[config.mk]
export PLATFORM = sky130hd
export DESIGN_NAME = inst_fetch_queue_flat
export DESIGN_NICKNAME = d
export VERILOG_FILES = /design/src/rtl/inst_fetch_queue_pkg.sv /design/src/rtl/inst_fetch_queue_if.sv /design/src/rtl/inst_fq_mem.sv /design/src/rtl/inst_fetch_queue.sv /design/src/flat_wrapper.sv
export SDC_FILE = /design/constraint.sdc
export NUM_CORES = 1
export LEC_CHECK = 0
export ABC_CLOCK_PERIOD_IN_PS = 2900
export CORE_AREA = 4 4 142 144
export CTS_CLUSTER_DIAMETER = 60
export CTS_CLUSTER_SIZE = 8
export DETAILED_ROUTE_END_ITERATION = 16
export DIE_AREA = 0 0 146 148
export GPL_ROUTABILITY_DRIVEN = 0
export PLACE_DENSITY_LB_ADDON = 0.08
export SETUP_SLACK_MARGIN = 0.05
export SYNTH_ARGS = -nofsm -noshare
export SYNTH_HDL_FRONTEND = slang
export SYNTH_SLANG_ARGS = --single-unit
[constraint.sdc]
create_clock -name clk -period 2.9 [get_ports clk]
set_input_delay 0.29 -clock clk [delete_from_list [all_inputs] [get_ports clk]]
set_output_delay 0.29 -clock clk [all_outputs]
set_load 0.02 [all_outputs]
[src/rtl/inst_fetch_queue_pkg.sv]
// Shared fetch-path definitions: reset level, bus widths and queue occupancy operations.
// Reused by pc_reg, decode and the fetch queue.
package inst_fetch_queue_pkg;

  localparam logic        RST_ENABLE    = 1'b1;
  localparam int          INST_ADDR_BUS = 32;
  localparam int          INST_BUS      = 32;
  localparam logic [31:0] ZERO_WORD     = 32'h0000_0000;
  localparam int          FQ_DEPTH      = 4;

  // Occupancy change for one cycle, encoded as {push, pop}
  typedef enum logic [1:0] {
    OCC_IDLE = 2'b00,
    OCC_POP  = 2'b01,
    OCC_PUSH = 2'b10,
    OCC_BOTH = 2'b11
  } occ_op_e;

  function automatic occ_op_e occ_op(input logic push, input logic pop);
    return occ_op_e'({push, pop});
  endfunction

endpackage

[src/rtl/inst_fetch_queue_if.sv]
// Fetch/decode handshake bundle around the instruction fetch queue.
// master = fetch source and decode sink; slave = the queue itself.
interface inst_fetch_queue_if #(
  parameter int ADDR_W = 32,
  parameter int DATA_W = 32,
  parameter int DEPTH  = 4
);
  logic                     in_valid_i;
  logic                     in_ready_o;
  logic [ADDR_W-1:0]        in_pc_i;
  logic [DATA_W-1:0]        in_inst_i;
  logic                     out_valid_o;
  logic                     out_ready_i;
  logic [ADDR_W-1:0]        out_pc_o;
  logic [DATA_W-1:0]        out_inst_o;
  logic [$clog2(DEPTH):0]   count_o;

  modport master (
    output in_valid_i, in_pc_i, in_inst_i, out_ready_i,
    input  in_ready_o, out_valid_o, out_pc_o, out_inst_o, count_o
  );

  modport slave (
    input  in_valid_i, in_pc_i, in_inst_i, out_ready_i,
    output in_ready_o, out_valid_o, out_pc_o, out_inst_o, count_o
  );
endinterface

[src/rtl/inst_fq_mem.sv]
// Entry storage for the fetch queue: synchronous write, asynchronous read.
// Not reset; stale contents are masked by the occupancy count in the parent.
module inst_fq_mem #(
  parameter int DEPTH = 4,
  parameter int W     = 64
) (
  input  logic                     clk,
  input  logic                     we,
  input  logic [$clog2(DEPTH)-1:0] waddr,
  input  logic [W-1:0]             wdata,
  input  logic [$clog2(DEPTH)-1:0] raddr,
  output logic [W-1:0]             rdata
);

  logic [W-1:0] mem_r [DEPTH];

  // Write port
  always_ff @(posedge clk) begin
    if (we) begin
      mem_r[waddr] <= wdata;
    end
  end

  assign rdata = mem_r[raddr];

endmodule

[src/rtl/inst_fetch_queue.sv]
// In-order {pc, inst} queue decoupling instruction fetch from decode.
// Valid/ready on both sides; flush drops every queued entry in one cycle.
module inst_fetch_queue
  import inst_fetch_queue_pkg::*;
#(
  parameter int ADDR_W = INST_ADDR_BUS,
  parameter int DATA_W = INST_BUS,
  parameter int DEPTH  = FQ_DEPTH
) (
  input  logic               clk,
  input  logic               rst,
  input  logic               flush_i,
  inst_fetch_queue_if.slave  fq
);

  localparam int PTR_W = $clog2(DEPTH);
  localparam int CNT_W = PTR_W + 1;
  localparam int ENT_W = ADDR_W + DATA_W;
  localparam logic [CNT_W-1:0] FULL_CNT = CNT_W'(DEPTH);

  logic [PTR_W-1:0]  wr_ptr_r;
  logic [PTR_W-1:0]  rd_ptr_r;
  logic [CNT_W-1:0]  count_r;
  logic              in_ready_s;
  logic              out_valid_s;
  logic              push_s;
  logic              pop_s;
  logic [ENT_W-1:0]  rdata_s;
  logic [ADDR_W-1:0] head_pc_s;
  logic [DATA_W-1:0] head_inst_s;

  inst_fq_mem #(.DEPTH(DEPTH), .W(ENT_W)) u_mem (
    .clk   (clk),
    .we    (push_s),
    .waddr (wr_ptr_r),
    .wdata ({fq.in_pc_i, fq.in_inst_i}),
    .raddr (rd_ptr_r),
    .rdata (rdata_s)
  );

  // Handshake qualification and head masking; a full queue refuses input even when popping
  always_comb begin
    in_ready_s  = (count_r < FULL_CNT);
    out_valid_s = (count_r != {CNT_W{1'b0}});
    push_s      = fq.in_valid_i & in_ready_s;
    pop_s       = out_valid_s & fq.out_ready_i;
    if (out_valid_s) begin
      head_pc_s   = rdata_s[ENT_W-1:DATA_W];
      head_inst_s = rdata_s[DATA_W-1:0];
    end else begin
      head_pc_s   = {ADDR_W{1'b0}};
      head_inst_s = {DATA_W{1'b0}};
    end
  end

  assign fq.in_ready_o  = in_ready_s;
  assign fq.out_valid_o = out_valid_s;
  assign fq.out_pc_o    = head_pc_s;
  assign fq.out_inst_o  = head_inst_s;
  assign fq.count_o     = count_r;

  // Pointers and occupancy; reset and flush both empty the queue and win over push/pop
  always_ff @(posedge clk) begin
    if (rst == RST_ENABLE || flush_i) begin
      wr_ptr_r <= {PTR_W{1'b0}};
      rd_ptr_r <= {PTR_W{1'b0}};
      count_r  <= {CNT_W{1'b0}};
    end else begin
      if (push_s) begin
        wr_ptr_r <= wr_ptr_r + PTR_W'(1);
      end
      if (pop_s) begin
        rd_ptr_r <= rd_ptr_r + PTR_W'(1);
      end
      case (occ_op(push_s, pop_s))
        OCC_PUSH: count_r <= count_r + CNT_W'(1);
        OCC_POP:  count_r <= count_r - CNT_W'(1);
        default:  count_r <= count_r;
      endcase
    end
  end

endmodule

[src/flat_wrapper.sv]
// flat-port wrapper written by rule: the top's interface ports become plain ports
module inst_fetch_queue_flat import inst_fetch_queue_pkg::*;
#(
  parameter int ADDR_W = INST_ADDR_BUS,
  parameter int DATA_W = INST_BUS,
  parameter int DEPTH  = FQ_DEPTH
)
  (clk, rst, flush_i, fq_in_valid_i, fq_in_pc_i, fq_in_inst_i, fq_out_ready_i, fq_in_ready_o, fq_out_valid_o, fq_out_pc_o, fq_out_inst_o, fq_count_o);
  inst_fetch_queue_if #(.ADDR_W(ADDR_W), .DATA_W(DATA_W), .DEPTH(DEPTH)) fq_i ();
  input  logic clk;
  input  logic rst;
  input  logic flush_i;
  input wire logic [$bits(fq_i.in_valid_i)-1:0] fq_in_valid_i;
  input wire logic [$bits(fq_i.in_pc_i)-1:0] fq_in_pc_i;
  input wire logic [$bits(fq_i.in_inst_i)-1:0] fq_in_inst_i;
  input wire logic [$bits(fq_i.out_ready_i)-1:0] fq_out_ready_i;
  output wire logic [$bits(fq_i.in_ready_o)-1:0] fq_in_ready_o;
  output wire logic [$bits(fq_i.out_valid_o)-1:0] fq_out_valid_o;
  output wire logic [$bits(fq_i.out_pc_o)-1:0] fq_out_pc_o;
  output wire logic [$bits(fq_i.out_inst_o)-1:0] fq_out_inst_o;
  output wire logic [$bits(fq_i.count_o)-1:0] fq_count_o;
  assign fq_i.in_valid_i = fq_in_valid_i;
  assign fq_i.in_pc_i = fq_in_pc_i;
  assign fq_i.in_inst_i = fq_in_inst_i;
  assign fq_i.out_ready_i = fq_out_ready_i;
  assign fq_in_ready_o = fq_i.in_ready_o;
  assign fq_out_valid_o = fq_i.out_valid_o;
  assign fq_out_pc_o = fq_i.out_pc_o;
  assign fq_out_inst_o = fq_i.out_inst_o;
  assign fq_count_o = fq_i.count_o;
  inst_fetch_queue #(.ADDR_W(ADDR_W), .DATA_W(DATA_W), .DEPTH(DEPTH)) u_core (.clk(clk), .rst(rst), .flush_i(flush_i), .fq(fq_i));
endmodule
After elaboration in Yosys (flattened, before gate mapping)

Memory sizes are Yosys's and may differ from the RTL's. A register that Yosys moved wholly into a read port is not among the register bits.
Index checks and enable logic that the tools add are counted.

Add/subtract/negate cells: 4
$lt $le $gt $ge: 1
Equality and inequality tests: 2
Muxes and demuxes: 7
Bitwise gates (word level): 2
Reductions and logical operators: 3

Operators with widths:

| cell                  | number |
|---|---|
| $mux W32              | 2 |
| $pmux W3 S2           | 1 |
| $add A2 B1 Y2 const B | 2 |
| $mux W2               | 2 |
| $add A3 B1 Y3 const B | 1 |
| $lt A3 B3 Y1 const B  | 1 |
| $reduce_bool A3 Y1    | 1 |
| $sub A3 B1 Y3 const B | 1 |
| $and A1 B1 Y1         | 2 |
| $eq A2 B1 Y1 const B  | 1 |
| $eq A2 B2 Y1 const B  | 1 |
| $mux W1               | 2 |
| $reduce_bool A2 Y1    | 1 |
| $logic_or A1 B1 Y1    | 1 |

Register bits: 7
Memory bits (writable): 256
Bits of input ports: 69
Output and inout bits: 69
Logic and storage cells: 23
Memories kept: 1

Memories:

| memory             | words | bits a word | read ports | clocked after memory_dff | write ports | line              | text |
|---|---|---|---|---|---|---|---|
| u_core.u_mem.mem_r | 4     | 64          | 1          | 1                        | 1           | inst_fq_mem.sv:15 | `logic [W-1:0] mem_r [DEPTH];` |

Depth between registers and ports, before layout

Depth after elaboration: 4
Mapped depth: 9
Depth with buffers taken out: 8

Modules after synthesis

A second synthesis with hierarchy kept.

Cell total of the unflattened synthesis: 448
Area total of the unflattened synthesis: 10134.7 sq um

Modules (own cells, without submodules):

| module           | times used | cells an instance | area each (sq um) | seq. area each (sq um) |
|---|---|---|---|---|
| inst_fq_mem      | 1          | 338               | 9341.5            | 7687.4 |
| inst_fetch_queue | 1          | 110               | 793.3             | 140.1 |

Worst setup path after synthesis

OpenSTA, ideal clock, no wires.

Kind: register to register
Start: register u_core.count_r[2] (netlist: u_core.fq.count_o[2])
End: memory u_core.u_mem.mem_r[1][0], enable pin
Library setup time: 429 ps
Arrival time: 2299 ps
Required time: 2471 ps
Setup slack: 172 ps
Cell stages (with the launch flop): 4
Path buffers: 1
Clock period less this slack: 2728 ps
Cells stage by stage: dfxtp_1 > nor2b_1 > clkbuf_1 > and2_1

Word-level cells in the longest chain between the ends: 4

RTL lines:

| element                       | line                   | text |
|---|---|---|
| start, declared               | inst_fetch_queue.sv:23 | `logic [CNT_W-1:0] count_r;` |
| start signal, assigned        | inst_fetch_queue.sv:67 | `count_r <= {CNT_W{1'b0}};` |
| start signal, assigned        | inst_fetch_queue.sv:76 | `OCC_PUSH: count_r <= count_r + CNT_W'(1);` |
| start signal, assigned        | inst_fetch_queue.sv:77 | `OCC_POP: count_r <= count_r - CNT_W'(1);` |
| $lt A3 B3 Y1                  | inst_fetch_queue.sv:43 | `in_ready_s = (count_r < FULL_CNT);` |
| $and A1 B1 Y1                 | inst_fetch_queue.sv:45 | `push_s = fq.in_valid_i & in_ready_s;` |
| $mux W1                       | inst_fq_mem.sv:19      | `if (we) begin` |
| $mux W1 (implied by the code) | inst_fq_mem.sv:20      | `mem_r[waddr] <= wdata;` |
| end, declared                 | inst_fq_mem.sv:15      |  |

Every way passes these cells.

==> out/results.txt <==
outcome = finished clean
final hold viol count = 0
fin nets = 707
Detailed Route WL = 19500 um
worst slew pin tran = 693 ps
Crit path required time = 2610 ps
H-tree levels = 2
Worst Path Class, Setup = reg -> out
TritonCTS clock tree = yes
DRC = 0
Initial DRC Count = 283
clock slew seen by the registers of the worst setup and hold paths = 50 ps
CTS Buf Count = 39
Antenna Violating Nets Remaining = 0
vias = 4892
Warnings, synthesis = 0
gr usage total = 0.185
max-slew violation count = 0
Syn Area/Cell = 22.3 sq um
sequential power share = 0.486
Syn Std Cell Area = 10200 sq um
Static Leak = 4.26 nW
largest net degree at the start of global routing = 40
die height = 148 um
num ports = 138
TritonRoute pass-1 iters = 4
routed len/inst = 22.1 um
sequential-to-total area share from yosys stat = 0.771
Cells after DPL = 822
FMAX = 362 MHz
switching part of the total = 0.197
port bufs = 137
Vias/cell = 5.55
Slew HR = 0.537
# rows = 50
unrepaired setup endpoints after global routing = yes
synth unique cells = 25
Synth Net Count = 532
final setup vio count = 0
CTS Root Cell = clkbuf_16
ANT cells = 0
detailed placement HPWL = 11900 um
Gate Count Post-Synth = 457
first-pass GRT wire length = 30500 um
Core Area = 18700 sq um
total die area = 21600 sq um
Critical Path End Type = output port
vias in the first global route = 5408
share of layout cells above drive strength 1 = 0.201
number of clock sinks = 265
Worst EP arrival = 2480 ps
top cells by area, synth = edfxtp_1, mux4_2, and2_1
Finished Layout Cells = 881
Peak VDD IR = 0.532 mV
P&R area growth vs syn = 28.1%
clock skew = 17.5 ps
Worst setup SP type = register
Clock power frac = 0.445
Hold Path Class = in -> reg
starting density of the core = 0.545
clk buf depth = 3
Yosys top cell by area = edfxtp_1
Seq cells post-synth = 265
Internal Pwr Total = 0.00717 W
Comb power frac = 0.069
Max Cap Viol = 0
Fin Setup TNS = 0 ps
gr ovfl total = 0
post-synth top area share = 0.754
Clock Latency Late Sink = 500 ps
worst hold slack = 426 ps
DIE WIDTH = 146 um
post-route minimum period = 2770 ps
initial antenna violation count = 1
CP Max Fanout = 25
switching pwr = 0.00176 W
power per cell area = 683 nW/um^2
Final period util = 0.954
[cell type report]
class                      count  area (sq um)
clock buffer                  55          1080
inverter                       8          30.0
timing repair buffer         157          1670
multi-input combinational    161          2120
tap                          234           293
sequential                   265          7880
clock inverter                 1          8.76
fill                        1140          5630
[timing repair]
action	CTS	global route
hold buffers	0	0
resized for setup	2	3
cloned	0	0
endpoints found under the setup margin	8	34
hold endpoints to repair	0	0
pin swaps	0	0
buffers inserted	0	3
[metal layers]
layer,GRT usage,up-vias,part of all wire
met5,0,-,0.0010
met4,0.0569,2,0.019
met3,0.0454,32,0.062
met2,0.303,159,0.50
met1,0.249,2507,0.42
li1,-,2192,-
[critical path, cell delays in order (launching register included)]
cell and delay (ps):
dfxtp_4 440, buf_16 250, mux4_1 570, and2_1 170, clkdlybuf4s50_1 530
[registers in the layout (all words and copies together) (netlist names), named ones only]
register            cells
u_core.fq.count_o       3
u_core.rd_ptr_r         2
u_core.u_mem.mem_r    256
u_core.wr_ptr_r         2
[power groups by stage]
stage / clock network [W] / logic [W] / registers [W]
2_1_floorplan: 0 / 0.000295 / 0.00441
3_3_place_gp: 0 / 0.000613 / 0.00440
3_5_place_dp: 0 / 0.000622 / 0.00441
4_1_cts: 0.00406 / 0.000627 / 0.00434
5_1_grt: 0.00424 / 0.000662 / 0.00434
6_report: 0.00397 / 0.000617 / 0.00434
[metrics by stage]
step	util	power (W)	instance area (sq um)	setup WS [ps]
4_1_cts	0.697	0.00902	13000	50.5
2_1_floorplan	-	0.00470	10200	172
6_report	0.699	0.00893	13100	134
5_1_grt	0.699	0.00925	13100	20.0
3_5_place_dp	0.638	0.00503	11900	347
3_3_place_gp	0.638	0.00501	11900	525
[Yosys cell counts]
| master | instances |
|---|---|
| mux4_2 | 60 |
| a21oi_1 | 2 |
| o31ai_1 | 1 |
| clkbuf_1 | 9 |
| buf_12 | 6 |
| dfxtp_1 | 9 |
| buf_6 | 1 |
| edfxtp_1 | 256 |
| xnor2_1 | 1 |
| nor2_1 | 8 |
| fa_1 | 1 |
| ha_1 | 5 |
| inv_1 | 8 |
| mux2i_1 | 1 |
| clkbuf_2 | 1 |
| and2_1 | 68 |
| buf_2 | 6 |
| o21ai_0 | 1 |
| nor2b_1 | 1 |
| or3_1 | 1 |
| xor2_1 | 4 |
| nand3_1 | 1 |
| mux4_1 | 4 |
| o311ai_0 | 1 |
| or2_2 | 1 |
[layout by cell type (no fill, tap or decap), drive strengths merged]
cell type / instances
a21oi: 2
o31ai: 1
o21ai: 1
ha: 5
clkinv: 1
nand3: 1
inv: 8
o311ai: 1
mux4: 64
clkdlybuf4s50: 137
nor2: 8
mux2i: 1
edfxtp: 256
xor2: 4
dfxtp: 9
and2: 68
buf: 20
or2: 1
fa: 1
or3: 1
nor2b: 1
xnor2: 1
clkbuf: 55
[final timing paths]
| check | startpoint | end | slack (ps) | cells past startpoint |
|---|---|---|---|---|
| worst max register to register | u_core.fq.count_o[2]$_SDFFE_PP0P_ | u_core.fq.count_o[2]$_SDFFE_PP0P_ | 720 | 8 |
| worst max-delay path | register | fq_out_pc_o[21] | 130 | 4 |
| worst min-delay path | fq_in_pc_i[10] | u_core.u_mem.mem_r[0][42]$_DFFE_PP_ | 430 | 1 |
| worst min register to register | u_core.rd_ptr_r[1]$_SDFFE_PP0P_ | register | 560 | 2 |
[kinds of logic (layout without fill, tap and decap cells)]
group | count (synthesis) | in the layout | share of synthesized area
mux | 65 | 65 | 0.144
flops | 265 | 265 | 0.771
simple gates | 80 | 80 | 0.0470
fa+ha+maj | 6 | 6 | 0.00810
xor+xnor | 5 | 5 | 0.00429
compound gates | 5 | 5 | 0.00307
buf+inv | 31 | 221 | 0.0226
(Power assumes the default switching activity.)
